$ cat config.mk
export PLATFORM = sky130hd
export DESIGN_NAME = target_bbox
export DESIGN_NICKNAME = d
export VERILOG_FILES = /design/src/rtl/target_bbox.sv
export SDC_FILE = /design/constraint.sdc
export NUM_CORES = 1
export LEC_CHECK = 0
export ABC_AREA = 1
export CORE_MARGIN = 5
export CORE_UTILIZATION = 41
export CTS_CLUSTER_DIAMETER = 120
export CTS_CLUSTER_SIZE = 30
export DETAILED_ROUTE_END_ITERATION = 10
export DONT_BUFFER_PORTS = 1
export GPL_TIMING_DRIVEN = 0
export SKIP_LAST_GASP = 1
export SYNTH_ARGS = -nofsm -noshare
export SYNTH_HDL_FRONTEND = slang
export SYNTH_SLANG_ARGS = --single-unit
$ cat constraint.sdc
create_clock -name clk -period 1.75 [get_ports clk]
set_input_delay 0.175 -clock clk [delete_from_list [all_inputs] [get_ports clk]]
set_output_delay 0.175 -clock clk [all_outputs]
set_load 0.01 [all_outputs]
$ cat src/rtl/target_bbox.sv
// -----------------------------------------------------------------------------
// target_bbox
//   Consumes the per-pixel colour-match bit stream and collects statistics for
//   one frame: the bounding box and the number of matched pixels. On every
//   frame boundary (rising edge of pix_vsync) it publishes the frame result.
//
//   Optional build macro: TARGET_BBOX_CENTROID_EN
//     When defined, the block also sums the x and y coordinates of the matched
//     pixels. At the frame boundary it divides each sum by the pixel count with
//     two bit-serial restoring dividers, which gives the centroid (cx, cy). All
//     results are then published together when the division finishes. When the
//     macro is not defined, cx = cy = 0 and busy = 0.
//
// Ports
//   clk          pixel clock
//   rst_n        asynchronous active-low reset
//   pix_de       active-video enable, one pixel per clk while high
//   pix_vsync    vertical sync, active high; its rising edge ends a frame
//   bin_in       colour-match bit for the current pixel (valid with pix_de)
//   x_min/x_max  horizontal extent of the matched pixels in the last frame
//   y_min/y_max  vertical extent of the matched pixels in the last frame
//   pix_count    number of matched pixels in the last frame
//   target_found pix_count >= MIN_PIX
//   cx/cy        centroid of the matched pixels (0 without the centroid build)
//   result_valid one-cycle pulse when all results update
//   busy         centroid division in progress (0 without the centroid build)
// -----------------------------------------------------------------------------
module target_bbox #(
  parameter int XW      = 11,
  parameter int YW      = 10,
  parameter int CW      = 20,
  parameter int MIN_PIX = 64
) (
  input  logic          clk,
  input  logic          rst_n,
  input  logic          pix_de,
  input  logic          pix_vsync,
  input  logic          bin_in,
  output logic [XW-1:0] x_min,
  output logic [XW-1:0] x_max,
  output logic [YW-1:0] y_min,
  output logic [YW-1:0] y_max,
  output logic [CW-1:0] pix_count,
  output logic          target_found,
  output logic [XW-1:0] cx,
  output logic [YW-1:0] cy,
  output logic          result_valid,
  output logic          busy
);

  localparam logic [XW-1:0] X_SAT = '1;
  localparam logic [YW-1:0] Y_SAT = '1;
  localparam logic [CW-1:0] C_SAT = '1;
  localparam logic [CW-1:0] C_MIN = CW'(MIN_PIX);

  // ---------------------------------------------------------------------------
  // Pixel coordinates and frame-edge detection
  // ---------------------------------------------------------------------------
  logic [XW-1:0] x_reg;
  logic [YW-1:0] y_reg;
  logic          de_d_reg;
  logic          vs_d_reg;
  logic          vs_edge;
  logic          hit;

  assign vs_edge = pix_vsync & ~vs_d_reg;
  // A pixel that arrives in the edge cycle belongs to no frame, so it is dropped.
  assign hit     = pix_de & bin_in & ~vs_edge;

  always_ff @(posedge clk or negedge rst_n) begin
    if (!rst_n) begin
      x_reg    <= '0;
      y_reg    <= '0;
      de_d_reg <= 1'b0;
      vs_d_reg <= 1'b0;
    end else begin
      de_d_reg <= pix_de;
      vs_d_reg <= pix_vsync;
      if (!pix_de)
        x_reg <= '0;
      else if (x_reg != X_SAT)
        x_reg <= x_reg + 1'b1;
      // The frame edge has priority, so the first line of every frame is y = 0.
      if (vs_edge)
        y_reg <= '0;
      else if (de_d_reg && !pix_de && (y_reg != Y_SAT))
        y_reg <= y_reg + 1'b1;
    end
  end

  // ---------------------------------------------------------------------------
  // Per-frame accumulators
  // ---------------------------------------------------------------------------
  logic [XW-1:0] acc_x_min, acc_x_max;
  logic [YW-1:0] acc_y_min, acc_y_max;
  logic [CW-1:0] acc_count;

  always_ff @(posedge clk or negedge rst_n) begin
    if (!rst_n) begin
      acc_x_min <= X_SAT;
      acc_x_max <= '0;
      acc_y_min <= Y_SAT;
      acc_y_max <= '0;
      acc_count <= '0;
    end else if (vs_edge) begin
      acc_x_min <= X_SAT;
      acc_x_max <= '0;
      acc_y_min <= Y_SAT;
      acc_y_max <= '0;
      acc_count <= '0;
    end else if (hit) begin
      if (x_reg < acc_x_min) acc_x_min <= x_reg;
      if (x_reg > acc_x_max) acc_x_max <= x_reg;
      if (y_reg < acc_y_min) acc_y_min <= y_reg;
      if (y_reg > acc_y_max) acc_y_max <= y_reg;
      if (acc_count != C_SAT) acc_count <= acc_count + 1'b1;
    end
  end

  // Frame result as it would be reported now. In an empty frame the min
  // registers still hold their all-ones start value, so they are forced to 0.
  logic          frame_empty;
  logic [XW-1:0] snap_x_min, snap_x_max;
  logic [YW-1:0] snap_y_min, snap_y_max;
  logic          snap_found;

  assign frame_empty = (acc_count == '0);
  assign snap_x_min  = frame_empty ? '0 : acc_x_min;
  assign snap_x_max  = acc_x_max;
  assign snap_y_min  = frame_empty ? '0 : acc_y_min;
  assign snap_y_max  = acc_y_max;
  assign snap_found  = (acc_count >= C_MIN);

  // Source of the next published result set
  logic          publish;
  logic [XW-1:0] pub_x_min, pub_x_max, pub_cx;
  logic [YW-1:0] pub_y_min, pub_y_max, pub_cy;
  logic [CW-1:0] pub_count;
  logic          pub_found;

`ifdef TARGET_BBOX_CENTROID_EN
  // ---------------------------------------------------------------------------
  // Centroid: coordinate sums and two bit-serial restoring dividers
  // ---------------------------------------------------------------------------
  localparam int SW  = XW + CW;
  localparam int STW = $clog2(SW + 1);

  logic            busy_reg;
  logic            done_reg;
  logic [STW-1:0]  step_reg;
  logic [CW-1:0]   divisor_reg;
  logic [XW-1:0]   pend_x_min, pend_x_max;
  logic [YW-1:0]   pend_y_min, pend_y_max;
  logic [CW-1:0]   pend_count;
  logic            pend_found;
  logic            div_start;
  logic            div_step;
  logic [SW-1:0]   quot [2];

  assign div_start = vs_edge & ~frame_empty;
  // A new frame edge restarts the dividers, which drops the result in progress.
  assign div_step  = busy_reg & ~vs_edge;

  always_ff @(posedge clk or negedge rst_n) begin
    if (!rst_n) begin
      busy_reg    <= 1'b0;
      done_reg    <= 1'b0;
      step_reg    <= '0;
      divisor_reg <= '0;
      pend_x_min  <= '0;
      pend_x_max  <= '0;
      pend_y_min  <= '0;
      pend_y_max  <= '0;
      pend_count  <= '0;
      pend_found  <= 1'b0;
    end else if (vs_edge) begin
      busy_reg    <= ~frame_empty;
      done_reg    <= 1'b0;
      step_reg    <= '0;
      divisor_reg <= acc_count;
      pend_x_min  <= snap_x_min;
      pend_x_max  <= snap_x_max;
      pend_y_min  <= snap_y_min;
      pend_y_max  <= snap_y_max;
      pend_count  <= acc_count;
      pend_found  <= snap_found;
    end else if (busy_reg) begin
      step_reg <= step_reg + 1'b1;
      if (step_reg == STW'(SW - 1)) begin
        busy_reg <= 1'b0;
        done_reg <= 1'b1;
      end
    end else begin
      done_reg <= 1'b0;
    end
  end

  // gi = 0 handles x, gi = 1 handles y. Once all SW steps are done, the
  // dividend register holds the quotient.
  for (genvar gi = 0; gi < 2; gi++) begin : g_div
    logic [SW-1:0] coord;
    logic [SW-1:0] sum_reg;
    logic [SW-1:0] dvd_reg;
    logic [CW-1:0] rem_reg;
    logic [SW:0]   sum_add;
    logic [CW:0]   rem_shift;
    logic          rem_ge;

    assign coord     = (gi == 0) ? SW'(x_reg) : SW'(y_reg);
    assign sum_add   = {1'b0, sum_reg} + {1'b0, coord};
    assign rem_shift = {rem_reg, dvd_reg[SW-1]};
    assign rem_ge    = (rem_shift >= {1'b0, divisor_reg});

    always_ff @(posedge clk or negedge rst_n) begin
      if (!rst_n) begin
        sum_reg <= '0;
        dvd_reg <= '0;
        rem_reg <= '0;
      end else begin
        if (vs_edge)
          sum_reg <= '0;
        else if (hit)
          sum_reg <= sum_add[SW] ? '1 : sum_add[SW-1:0];

        if (div_start) begin
          dvd_reg <= sum_reg;
          rem_reg <= '0;
        end else if (div_step) begin
          dvd_reg <= {dvd_reg[SW-2:0], rem_ge};
          rem_reg <= rem_ge ? CW'(rem_shift - {1'b0, divisor_reg}) : rem_shift[CW-1:0];
        end
      end
    end

    assign quot[gi] = dvd_reg;
  end

  // An empty frame needs no division and is published straight from the edge.
  assign publish   = (vs_edge & frame_empty) | (done_reg & ~vs_edge);
  assign pub_x_min = vs_edge ? snap_x_min : pend_x_min;
  assign pub_x_max = vs_edge ? snap_x_max : pend_x_max;
  assign pub_y_min = vs_edge ? snap_y_min : pend_y_min;
  assign pub_y_max = vs_edge ? snap_y_max : pend_y_max;
  assign pub_count = vs_edge ? acc_count  : pend_count;
  assign pub_found = vs_edge ? snap_found : pend_found;
  assign pub_cx    = vs_edge ? '0 : quot[0][XW-1:0];
  assign pub_cy    = vs_edge ? '0 : quot[1][YW-1:0];
  assign busy      = busy_reg;
`else
  assign publish   = vs_edge;
  assign pub_x_min = snap_x_min;
  assign pub_x_max = snap_x_max;
  assign pub_y_min = snap_y_min;
  assign pub_y_max = snap_y_max;
  assign pub_count = acc_count;
  assign pub_found = snap_found;
  assign pub_cx    = '0;
  assign pub_cy    = '0;
  assign busy      = 1'b0;
`endif

  // ---------------------------------------------------------------------------
  // Published result registers (they hold between result_valid pulses)
  // ---------------------------------------------------------------------------
  always_ff @(posedge clk or negedge rst_n) begin
    if (!rst_n) begin
      x_min        <= '0;
      x_max        <= '0;
      y_min        <= '0;
      y_max        <= '0;
      pix_count    <= '0;
      target_found <= 1'b0;
      cx           <= '0;
      cy           <= '0;
      result_valid <= 1'b0;
    end else begin
      result_valid <= publish;
      if (publish) begin
        x_min        <= pub_x_min;
        x_max        <= pub_x_max;
        y_min        <= pub_y_min;
        y_max        <= pub_y_max;
        pix_count    <= pub_count;
        target_found <= pub_found;
        cx           <= pub_cx;
        cy           <= pub_cy;
      end
    end
  end

endmodule

After elaboration in Yosys (flattened, before gate mapping)
Index checks and enable logic that the tools add are counted.
{"block": "word_totals", "register_bits": 149, "input_bits": 5, "out_inout_bits": 86}
{"block": "classes", "n_addsub": 3, "magnitude_cmp": 5, "n_eq_ne": 4, "n_mux": 21, "n_bitwise": 5, "n_reduce_logical": 16}
{"cell": "$mux W11", "n": 9}
{"cell": "$mux W10", "n": 9}
{"cell": "$mux W20", "n": 3}
{"cell": "$add A20 B1 Y20 const B", "n": 1}
{"cell": "$ge A20 B7 Y1 const B", "n": 1}
{"cell": "$logic_not A20 Y1", "n": 1}
{"cell": "$ne A20 B20 Y1 const B", "n": 1}
{"cell": "$reduce_bool A2 Y1", "n": 7}
{"cell": "$add A11 B1 Y11 const B", "n": 1}
{"cell": "$gt A11 B11 Y1", "n": 1}
{"cell": "$lt A11 B11 Y1", "n": 1}
{"cell": "$ne A11 B11 Y1 const B", "n": 1}
{"cell": "$add A10 B1 Y10 const B", "n": 1}
{"cell": "$gt A10 B10 Y1", "n": 1}
{"cell": "$lt A10 B10 Y1", "n": 1}
{"cell": "$ne A10 B10 Y1 const B", "n": 1}
{"cell": "$reduce_and A2 Y1", "n": 5}
{"cell": "$and A1 B1 Y1", "n": 3}
{"cell": "$logic_and A1 B1 Y1", "n": 2}
{"cell": "$ne A2 B1 Y1 const B", "n": 1}
{"cell": "$not A1 Y1", "n": 2}
{"cell": "$logic_not A1 Y1", "n": 1}

Logic depth before layout (Yosys ltp)
Gate-level depths: netlist of run 1.
{"block": "logic_depth", "ltp_word": 6, "depth_mapped": 12, "mapped_depth_nobuf": 11}

Worst setup path before layout of run 1
Ideal clock, no wire load.
{"block": "synth_path", "kind": "register -> register", "from": "reg acc_y_min[5]", "to": "reg acc_y_min[0]", "setup_time_ns": 0.078, "t_arrival_ns": 1.579, "required_time_ns": 1.672, "setup_slack_ns": 0.093, "stages_incl_launch_ff": 11, "path_buffers": 1, "synth_period_minus_slack_ns": 1.657, "cell_sequence": "dfstp_2 > inv_1 > ha_1 > a21o_1 > nor2_1 > nand2_1 > nand2_1 > nand2_1 > buf_2 > o21ai_0 > inv_1"}
{"block": "synth_via", "elab_chain_len": 3}
{"element": "from (decl)", "line_no": "95", "rtl": "logic [YW-1:0] acc_y_min, acc_y_max;"}
{"element": "from (signal assigned)", "line_no": "114", "rtl": "if (y_reg < acc_y_min) acc_y_min <= y_reg;"}
{"element": "$lt A10 B10 Y1", "line_no": "114"}
{"element": "$reduce_bool A2 Y1 (no line)"}
{"element": "$reduce_and A2 Y1 (no line)"}
Every way passes these cells.
A chain may end at the register's enable or synchronous reset.

Worst setup path after layout of run 1
{"block": "layout_path", "from": "reg acc_count[0]", "to": "reg x_min[8]"}
{"block": "layout_via", "elab_chain_len": 2}
{"element": "from (decl)", "line_no": "96", "rtl": "logic [CW-1:0] acc_count;"}
{"element": "from (signal assigned)", "line_no": "116", "rtl": "if (acc_count != C_SAT) acc_count <= acc_count + 1'b1;"}
{"element": "$logic_not A20 Y1", "line_no": "127", "rtl": "assign frame_empty = (acc_count == '0);"}
{"element": "$mux W11", "line_no": "128", "rtl": "assign snap_x_min = frame_empty ? '0 : acc_x_min;"}
{"element": "to (signal assigned)", "line_no": "279", "rtl": "x_min <= pub_x_min;"}
{"element": "to (decl)", "line_no": "39", "rtl": "output logic [XW-1:0] x_min,"}
Every way passes these cells.

==> reports/qor.csv, run 1 <==
stage,metric,value,unit
status,status,"finished, violations left",
status,violations,hold timing,
yosys,synth-adder-area-share,6.826,%
yosys,synth_area,0.008065,mm²
floorplan,dieArea,0.02258,mm²
route,drt-met1-wl,9.767,mm
route,via_per_inst,5.022,
yosys,synthArstFlopShare,100.0,%
finish,layout-area-overhead-vs-synth,29.54,%
route,drc,0,
floorplan,num_io_pins,91,
route,dr.pass1.iters,4,
route,drt_iter0_drc,415,
finish,stdcell_area,0.01045,mm²
sta,final.setup.tns,0,ns
sta,hold_ws,-0.5617,ns
place,hpwlAfterDp,15.08,mm
yosys,synth_xor_area_share,1.195,%
floorplan,core,0.01940,mm²
yosys,seq_area_frac_synth,46.56,%
yosys,synth_seq_cells,149,
floorplan,die_y,150.3,µm
finish,fin_nets,1161,
clock_tree,path_clk_slew,0.07,ns
yosys,yosys.area_share.simple,29.51,%
finish,drive_gt1_share,28.71,%
route,top_layer,met4,
clock_tree,cts_buffers,17,
route,wl,22.67,mm
sta,rsz0062_at_grt,true,
setup_path,critical_path_class,flip-flop to flip-flop,
yosys,ys_top_cells_by_area,"dfrtp_1 40%, nand2_1 14%, dfstp_2 6.8%",
yosys,synth_compound_area_share,6.748,%
route,vias,6980,
floorplan,die_w,150.3,µm
yosys,syn_avg_cell_area,8.009,µm²
power_and_ir_drop,p_per_area,948.6,mW/mm²
sta,max_freq,582.6,MHz
yosys,synth_cells,1007,
setup_path,required,2.08,ns
route,wl_per_cell,16.31,µm
place,gp_congestion,0.9194,
clock_tree,cts.sinks,149,
global_routing,antenna_found_initial,0,
place,placed_area,0.008476,mm²
setup_path,critPathArrivalTime,2.04,ns
power_and_ir_drop,p_sw,3.054,mW
floorplan,row_count,51,
sta,min_period,1.716,ns
run,drv_cap,0,
setup_path,rr_endpoint,x_min[8],
global_routing,grt_pass1_wl,34.42,mm
global_routing,grt_pass1_vias,6522,
global_routing,gr-total-overflow,0,
yosys,synth.top_cell.area_share,39.71,%
power_and_ir_drop,combPwrFrac,19.7,%
yosys,yosysUniqueCellTypes,34,
sta,slew_headroom,57.33,%
clock_tree,root_buffer,clkbuf_16,
global_routing,grt_max_degree,150,
setup_path,cp-startpoint,acc_count[0],
power_and_ir_drop,swShare,30.81,%
power_and_ir_drop,p_int,6.856,mW
yosys,synth_common_cells,"309 x nand2_1, 128 x dfrtp_1, 110 x nand3_1, 94 x inv_1, 55 x nor2_1",
global_routing,track_usage,19.46,%
yosys,synth.area.mux_share,0,%
power_and_ir_drop,p_seq_share,42.5,%
yosys,yosys.area.top_type,dfrtp_1,
yosys,yosys_most_used_dff,dfrtp_1,
yosys,ys_warn_count,0,
finish,fill_cells,1807,
setup_path,cp-start-kind,flip-flop,
power_and_ir_drop,peakVddDrop,766.3,µV
sta,fin_crit_sh,98.07,%
yosys,synth_edf_count,0,
sta,tightest_slew,0.6401,ns
setup_path,reg2reg_depth,8,
sta,setup_viol,0,
setup_path,worstReg2RegStart,acc_count[0],
power_and_ir_drop,p_leak,5.009,nW
setup_path,critPathCaptureType,flip-flop,
finish,antenna-diode-count,0,
clock_tree,cts_tree,built,
sta,finalHoldViolations,149,
place,place_ws,-0.5066,ns
route,route.met3.wl,842,µm
clock_tree,cts_buffer_depth,2,
sta,fin_skew,0.01066,ns
finish,reg.largest.list,"acc_count (20), pix_count (20)",
route,wl_met2,11.78,mm
sta,final-max-slew-violation-count,0,
clock_tree,clk_latency,0.43,ns
clock_tree,htree_levels,4,
floorplan,initial_core_util,41.58,%
yosys,synth_top_family_by_area,simple AND/OR/NAND/NOR gates,
setup_path,ff2ff_setup_slack,0.03,ns
sta,setup_ws,0.03369,ns
min_path,worstHoldPathType,input pin to asynchronous set/reset pin,
yosys,synth.most_common_cell,nand2_1,
setup_path,critPathMaxFanout,7,
route,detail-route-antenna-nets,0,
power_and_ir_drop,clkPwrFrac,37.8,%
place,portBuffers,0,
clock_tree,cts_hold_buf,2,
==> cell type report <==
class                      instances  area (µm²)  area share [%]
clock inverter                    13       148.9           1.425
timing repair buffer              65       620.6           5.940
tap                              265       331.6           3.174
multi-input combinational        720        4270           40.87
clock buffer                      19       452.9           4.335
inverter                          96       367.9           3.521
sequential                       149        3780           36.18
buffer                            63       475.5           4.551
==> stage by stage <==
| step | instances | utilization (%) | hold slack [ns] | power [mW] |
|---|---|---|---|---|
| after floorplan | 1028 | - | -0.1206 | 5.144 |
| after global placement | 1293 | 43.69 | -0.1143 | 5.548 |
| after detailed placement | 1293 | 43.69 | -0.1141 | 5.575 |
| after CTS | 1338 | 47.97 | -0.5727 | 9.445 |
| after global routing | 1390 | 53.86 | -0.5753 | 10.39 |
| final | 1390 | 53.86 | -0.5617 | 9.910 |
==> worst max-delay path, stage by stage, from the launching register on <==
cell and delay, ns:
dfrtp_2 0.48, inv_4 0.10, ha_4 0.13, nand2_4 0.05, nor4_4 0.30, nand3_4 0.21
buf_8 0.21, nand3_2 0.07, nand2_2 0.06
==> timing repair <==
item / in CTS / in global routing
resized for setup: 40 / 161
hold endpoints to repair: 151 / 149
setup buffers: 10 / 46
cloned: 1 / 6
pin swaps: 5 / 55
setup endpoints to repair: 99 / 100
==> placed cells by master, fill, tap and decap left out, drive strengths merged, types with 4 or more instances in the layout <==
master,count
clkbuf,33
clkinv,5
a21oi,17
a31oi,4
nor2,62
inv,99
o21ai,71
dfstp,21
nand2,319
xor2,11
or2,7
nand3,111
dfrtp,128
buf,112
nor3,14
ha,44
conb,22
nand4,31
==> logic make-up (layout without fill, tap and decap cells) <==
logic type      after synthesis  count (layout)
compound gates               96              96
xor+xnor                     11              11
fa+ha+maj                    44              44
buf+inv                     159             256
flops                       149             149
other cells                   1              22
simple gates                547             547
==> power by group through the flow <==
| stage | Clock, mW | Sequential (mW) | Combinational (mW) |
|---|---|---|---|
| CTS | 3.81 | 4.22 | 1.41 |
| global placement | 0 | 4.27 | 1.28 |
| floorplan | 0 | 4.16 | 0.984 |
| detailed placement | 0 | 4.28 | 1.30 |
| finish | 3.74 | 4.21 | 1.96 |
| global route | 3.95 | 4.26 | 2.17 |
==> worst max path at each step <==
| stage | to | depth (start not counted) |
|---|---|---|
| after floorplan | acc_y_min[0] | 10 |
| after global placement | x_min[9] | 8 |
| after detailed placement | x_min[9] | 8 |
| after CTS | x_min[9] | 8 |
| after global routing | x_reg[5] | 9 |
| final | x_min[8] | 8 |
==> per-layer routing <==
layer	track usage, %	up-vias
met1	24.30	3400
li1	-	3441
met2	34.40	120
met3	3.642	19
met5	0	-
met4	5.627	0
Note: power is estimated with default switching activity, not from simulation.
==> run 2, diff against run 1 <==
- CELL_PAD_IN_SITES_DETAIL_PLACEMENT: unset -> 0
- CELL_PAD_IN_SITES_GLOBAL_PLACEMENT: unset -> 1
- PLACE_DENSITY_LB_ADDON: unset -> 0.1
- SLEW_MARGIN: unset -> 10
==> run 2 against run 1 <==
Compared with the run above: the flow still finishes with violations (hold timing); combinational power down 9.7%; via count down 2.4%; sequential power about the same; final cell count down 0.58%; core utilization down 1.2 points; critical path type unchanged.
==> reports/qor.csv, run 2 (same netlist as run 1, synthesis figures left out) <==
stage,metric,value,unit,change
power_and_ir_drop,p_sw,2.884,mW,-5.6%
sta,max_freq,579.0,MHz,-0.63%
sta,setup_viol,0,,unchanged
clock_tree,cts_buffer_depth,2,,unchanged
power_and_ir_drop,p_leak,4.923,nW,-1.7%
finish,mostFrequentLayoutCell,nand2_1,,
finish,mostFrequentLayoutCells,"296 x nand2_1, 105 x dfrtp_1, 99 x nand3_1",,
route,drc,0,,unchanged
route,wl,22.76,mm,+0.44%
global_routing,grt_pass1_wl,35.48,mm,+3.1%
place,gp_congestion,0.8304,,-9.7%
power_and_ir_drop,p_seq_share,42.1,%,-0.4 points
setup_path,max_stage_delay,0.43,ns,-0.05 ns
clock_tree,path_clk_slew,0.06,ns,about the same
power_and_ir_drop,swShare,28.83,%,-2.0 points
power_and_ir_drop,p_int,7.119,mW,+3.8%
floorplan,row_count,51,,unchanged
power_and_ir_drop,p_per_area,978.6,mW/mm²,+3.2%
status,violations,hold timing,,
sta,fin_crit_sh,98.70,%,+0.62 points
clock_tree,htree_levels,4,,unchanged
finish,reg.largest.list,"acc_count (20), pix_count (20)",,
sta,final-max-slew-violation-count,0,,unchanged
clock_tree,cts_tree,built,,
setup_path,critPathCaptureType,flip-flop,,
floorplan,die_y,150.3,µm,unchanged
sta,min_period,1.727,ns,+0.01088 ns
clock_tree,clk_latency,0.43,ns,about the same
setup_path,critPathArrivalTime,2.04,ns,about the same
sta,tightest_slew,0.7381,ns,+0.09806 ns
run,drv_cap,0,,unchanged
place,portBuffers,0,,unchanged
floorplan,initial_core_util,41.58,%,unchanged
finish,drive_gt1_share,26.41,%,-2.3 points
clock_tree,cts_hold_buf,2,,unchanged
min_path,worstHoldPathType,input pin to asynchronous set/reset pin,,
sta,rsz0062_at_grt,true,,
global_routing,grt_pass1_vias,6491,,-0.48%
route,dr.pass1.iters,4,,unchanged
floorplan,core,0.01940,mm²,unchanged
global_routing,antenna_found_initial,0,,unchanged
power_and_ir_drop,combPwrFrac,17.7,%,-2.0 points
route,drt_iter0_drc,397,,-4.3%
route,detail-route-antenna-nets,0,,unchanged
sta,hold_ws,-0.5539,ns,+0.007825 ns
global_routing,track_usage,20.24,%,+0.77 points
setup_path,cp-start-kind,flip-flop,,
floorplan,die_w,150.3,µm,unchanged
setup_path,critPathMaxFanout,10,,+3
status,status,"finished, violations left",,
route,vias,6813,,-2.4%
route,via_per_inst,4.930,,-1.8%
setup_path,slowest_stage,dfrtp_2,,
setup_path,required,2.07,ns,about the same
finish,fin_nets,1153,,-0.69%
power_and_ir_drop,clkPwrFrac,40.3,%,+2.5 points
clock_tree,cts_buffers,17,,unchanged
sta,fin_skew,0.009601,ns,-0.001064 ns
floorplan,num_io_pins,91,,unchanged
place,hpwlAfterDp,15.66,mm,+3.8%
sta,slew_headroom,50.79,%,-6.5 points
power_and_ir_drop,fin_total_pwr,10.00,mW,+0.93%
power_and_ir_drop,peakVddDrop,681.7,µV,-11%
global_routing,gr-total-overflow,0,,unchanged
global_routing,grt_max_degree,150,,unchanged
setup_path,critical_path_class,flip-flop to flip-flop,,
finish,antenna-diode-count,0,,unchanged
sta,finalHoldViolations,149,,unchanged
route,wl_per_cell,16.47,µm,+1.0%
setup_path,crit_chain,ha_1 -> nand2_1 -> nor2_2 -> nand4_1 -> nand2_1 -> inv_1 -> clkbuf_4 -> nand4_1 -> nand2_1,,
floorplan,dieArea,0.02258,mm²,unchanged
finish,layout-area-overhead-vs-synth,26.73,%,
clock_tree,root_buffer,clkbuf_16,,
setup_path,path_common_cell,nand2_1,,
clock_tree,cts.sinks,149,,unchanged
[run 2: cell count changes in the layout (fill, tap and decap cells not counted), moves of 4 or more]
cell / change
nand2_1: +9
nand3_1: +9
nand3_2: -8
buf_4: -7
clkbuf_1: +5
inv_2: +5
ha_1: +4
ha_4: -4
nand2_2: -4
nand2_4: -4
nor2_2: -4
[run 2: worst max-delay path: cells and delay by family (launching register included)]
family | cells | cell delay [ns]
adders and majority gates | 1 | 0.32
buffers and inverters | 2 | 0.25
DFF | 1 | 0.43
and+or+nand+nor | 6 | 0.62
[run 2: area by class of cell]
type / count / area (µm²)
Inverter: 96 / 362.8
Clock buffer: 22 / 454.2
Fill cell: 1906 / 9178
Timing Repair Buffer: 57 / 520.5
Sequential cell: 149 / 3784
Multi-Input combinational cell: 720 / 4131
Buffer: 63 / 455.4
Tap cell: 265 / 331.6
Clock inverter: 10 / 181.4
[run 2: metal layers]
metal / global-route usage (%) / routed length, µm / vias up
li1: - / - / 3424
met1: 27.76 / 10660 / 3261
met2: 32.10 / 10720 / 110
met3: 5.780 / 1148 / 18
met4: 4.346 / 238 / 0
met5: 0 / 0 / -
[run 2: worst paths after layout]
path | start | end | slack (ns) | depth (start not counted)
worst min-delay path | rst_n | x_min[1] | -0.55 | 0
min in group clk | pix_de | x_reg[3] | 0.17 | 3
worst min register to register | acc_y_min[8] | acc_y_min[8] | 0.49 | 2
worst max register to register | y_reg[5] | acc_y_max[3] | 0.02 | 9
max in group asynchronous | rst_n | acc_x_min[3] | 2.00 | 0
worst max-delay path | y_reg[5] | acc_y_max[3] | 0.02 | 9
[run 2: through the flow]
step / instances / TNS [ns] / instance area, µm² / setup WS [ns] / utilization [%]
5_1_grt: 1382 / -1.330 / 10220 / -0.08866 / 52.69
3_5_place_dp: 1293 / -12.90 / 8476 / -0.2596 / 43.69
4_1_cts: 1335 / -0.02173 / 9311 / -0.02173 / 48.00
2_1_floorplan: 1028 / 0 / 8144 / 0.09263 / -
6_report: 1382 / 0 / 10220 / 0.02281 / 52.69
3_3_place_gp: 1293 / -12.86 / 8476 / -0.2343 / 43.69
[run 2: what timing repair did]
action	4_1_cts	5_1_grt
hold endpoints to repair	151	149
cloned	1	4
gates resized for setup	49	115
pin swaps	3	48
setup endpoints to repair	111	106
buffers inserted	7	43
[run 2: power by group through the flow]
stage	Combinational, mW	Sequential, mW	Clock [mW]
after floorplan	0.984	4.16	0
after global placement	1.27	4.27	0
after detailed placement	1.29	4.27	0
after CTS	1.40	4.22	4.11
after global routing	1.98	4.26	4.26
final	1.77	4.21	4.03
==> run 3, diff against run 2 <==
- ABC_AREA: 1 -> unset
==> run 3 against run 2 <==
Compared with the run above: the run ends with hold timing, setup timing left; final area is 3.7% lower; die area shrank 5.7%; critical endpoint is now acc_y_min[6]; largest cell class unchanged; routed wire length decreased by 8.3%; largest power group unchanged.
==> reports/qor.csv, run 3 <==
stage,metric,value,unit,change
status,status,"finished, violations left",,
status,violations,"hold timing, setup timing",,
yosys,synth_area,0.007570,mm²,-6.1%
clock_tree,clk_latency,0.43,ns,about the same
finish,mostFrequentLayoutCells,"142 x nand2_1, 97 x dfrtp_1, 87 x buf_4",,
sta,rsz0062_at_grt,true,,
power_and_ir_drop,p_int,6.485,mW,-8.9%
route,drc,0,,unchanged
finish,fin_util,54.44,%,+1.7 points
sta,tightest_slew,0.6608,ns,-0.07733 ns
yosys,ys_warn_count,0,,unchanged
setup_path,reg2reg_depth,8,,-1
floorplan,num_io_pins,91,,unchanged
yosys,synth.top_cell.area_share,42.31,%,+2.6 points
finish,reg.largest.list,"acc_count (20), pix_count (20)",,
place,placed_area,0.008069,mm²,-4.8%
floorplan,row_count,49,,-3.9%
yosys,yosysUniqueCellTypes,52,,+53%
yosys,yosys.area.top_type,dfrtp_1,,
clock_tree,cts_tree,built,,
yosys,ys_top_cells_by_area,"dfrtp_1 42%, dfstp_2 7.3%, ha_1 7.3%",,
sta,final-max-slew-violation-count,0,,unchanged
global_routing,gr-total-overflow,0,,unchanged
finish,mostFrequentLayoutCell,nand2_1,,
power_and_ir_drop,p_leak,4.462,nW,-9.4%
global_routing,track_usage,19.74,%,-0.49 points
power_and_ir_drop,peakVddDrop,713.8,µV,+4.7%
setup_path,ff2ff_setup_slack,-0.29,ns,-0.31 ns
route,vias,6065,,-11%
route,detail-route-antenna-nets,0,,unchanged
min_path,worstHoldPathType,input pin to asynchronous set/reset pin,,
setup_path,required,2.10,ns,+0.03 ns
finish,fin_nets,946,,-18%
floorplan,die_w,145.9,µm,-2.9%
setup_path,critPathArrivalTime,2.39,ns,+0.35 ns
place,hpwlAfterDp,13.37,mm,-15%
yosys,synth_edf_count,0,,unchanged
finish,drive_gt1_share,32.09,%,+5.7 points
setup_path,critPathCaptureType,flip-flop,,
clock_tree,htree_levels,4,,unchanged
yosys,synth_common_cells,"146 x nand2_1, 128 x dfrtp_1, 48 x inv_1, 44 x ha_1, 42 x nor2_1",,
yosys,synthArstFlopShare,100.0,%,unchanged
floorplan,core,0.01809,mm²,-6.8%
setup_path,critPathMaxFanout,5,,-5
global_routing,grt_max_degree,150,,unchanged
setup_path,critical_path_class,flip-flop to flip-flop,,
floorplan,die_y,145.9,µm,-2.9%
route,dr.pass1.iters,4,,unchanged
clock_tree,cts.sinks,149,,unchanged
route,drt_iter0_drc,314,,-21%
sta,fin_crit_sh,116.5,%,+18 points
route,wl_per_cell,18.34,µm,+11%
yosys,seq_area_frac_synth,49.60,%,+3.0 points
sta,max_freq,490.4,MHz,-15%
finish,fill_cells,1598,,-16%
sta,setup_viol,81,,+81
sta,slew_headroom,55.95,%,+5.2 points
clock_tree,root_buffer,clkbuf_16,,
sta,setup_ws,-0.2890,ns,-0.3118 ns
global_routing,grt_pass1_wl,33.73,mm,-4.9%
clock_tree,cts_hold_buf,2,,unchanged
power_and_ir_drop,p_per_area,915.3,mW/mm²,-6.5%
power_and_ir_drop,swShare,28.03,%,-0.80 points
yosys,synth.most_common_cell,nand2_1,,
clock_tree,cts_buffers,17,,unchanged
sta,hold_ws,-0.5616,ns,-0.007746 ns
finish,stdcell_area,0.009846,mm²,-3.7%
sta,fin_skew,0.009655,ns,+0.00005381 ns
setup_path,rr_endpoint,acc_y_min[6],,
floorplan,dieArea,0.02128,mm²,-5.7%
route,wl,20.88,mm,-8.3%
route,via_per_inst,5.325,,+8.0%
run,drv_cap,0,,unchanged
floorplan,initial_core_util,41.85,%,+0.28 points
yosys,syn_avg_cell_area,9.705,µm²,+21%
place,gp_congestion,0.8272,,-0.39%
place,portBuffers,0,,unchanged
clock_tree,cts_buffer_depth,2,,unchanged
global_routing,grt_pass1_vias,6141,,-5.4%
sta,min_period,2.039,ns,+0.3118 ns
power_and_ir_drop,p_sw,2.526,mW,-12%
setup_path,worstReg2RegStart,acc_y_min[4],,
setup_path,cp-start-kind,flip-flop,,
power_and_ir_drop,p_seq_share,46.3,%,+4.2 points
power_and_ir_drop,combPwrFrac,14.8,%,-2.9 points
finish,layout-area-overhead-vs-synth,30.07,%,
sta,finalHoldViolations,149,,unchanged
power_and_ir_drop,clkPwrFrac,38.9,%,-1.4 points
finish,antenna-diode-count,0,,unchanged
yosys,synth_seq_cells,149,,unchanged
clock_tree,path_clk_slew,0.06,ns,about the same
yosys,yosys_most_used_dff,dfrtp_1,,
yosys,synth_cells,780,,-23%
global_routing,antenna_found_initial,0,,unchanged
run 3: cell types whose count changed after synthesis, sizes merged, moves of 10 or more:
cell,delta
nand3,-95
nand2,-173
nor2,-20
o21ai,-28
clkbuf,+12
or3,+10
inv,-47
buf,-11
nand4,-17
mux2i,+34
o211ai,+23
a22o,+21
run 3: what timing repair did:
item / 4_1_cts / 5_1_grt
pin swaps: 31 / 39
endpoints found under the hold margin: 151 / 149
setup buffers: 56 / 20
gates cloned: 7 / 1
resized for setup: 112 / 59
setup endpoints to repair: 137 / 99
run 3: routing by layer:
layer,part of all wire (%),vias to the layer above,wire (µm),global-route usage (%)
met5,0,-,0,0
li1,-,2889,-,-
met4,1.4,0,285,5.556
met2,50,122,10460,33.19
met3,4.7,26,983,4.422
met1,44,3028,9159,25.70
run 3: final cells by class:
type                            count  area, µm²  area share, %
Clock buffer                       20      456.7          4.638
Multi-Input combinational cell    540       3925          39.87
Clock inverter                     12      105.1          1.067
Inverter                           49      188.9          1.919
Sequential cell                   149       3794          38.53
Buffer                             60      420.4          4.270
Timing Repair Buffer               80      669.4          6.799
Tap cell                          229      286.5          2.910
run 3: cells by family (layout without fill, tap and decap cells):
logic type,after synthesis,count (layout),share of synthesized area (%)
mux,34,34,4.496
simple gates,276,276,16.61
compound gates,147,148,13.07
buf+inv,113,221,7.041
other cells,1,22,0.04954
xor+xnor,16,16,1.851
flops,149,149,49.60
fa+ha+maj,44,44,7.273
run 3: worst max path at each step:
stage	startpoint	endpoint	cells after the start
after detailed placement	acc_count[16]	x_min[7]	5
after global placement	acc_count[16]	x_min[6]	5
after CTS	acc_y_min[4]	acc_y_min[6]	8
final	acc_y_min[4]	acc_y_min[6]	8
after global routing	acc_y_min[4]	acc_y_min[4]	8
after floorplan	acc_y_min[7]	acc_y_min[0]	8
run 3: worst max-delay path, stage by stage (launching register included):
cell	delay, ns
dfstp_2	0.54
inv_2	0.05
ha_4	0.23
a21o_1	0.16
a21oi_2	0.13
o21ai_2	0.08
a2111oi_4	0.38
buf_6	0.20
mux2i_1	0.19
run 3: power by group through the flow:
stage	combinational, mW	sequential [mW]	clock (mW)
after global placement	0.971	4.24	0
after CTS	1.24	4.19	3.58
after global routing	1.47	4.22	3.74
after detailed placement	0.997	4.25	0
after floorplan	0.806	4.13	0
final	1.33	4.17	3.50
run 3: stage by stage:
step / power (mW) / TNS [ns] / setup WS, ns / cells
detailed placement: 5.248 / -36.19 / -0.5495 / 1030
global placement: 5.211 / -31.81 / -0.5546 / 1030
finish: 9.012 / -13.73 / -0.2890 / 1139
global route: 9.428 / -19.95 / -0.4021 / 1139
floorplan: 4.940 / -3.520 / -0.2208 / 801
CTS: 9.003 / -13.41 / -0.2928 / 1124
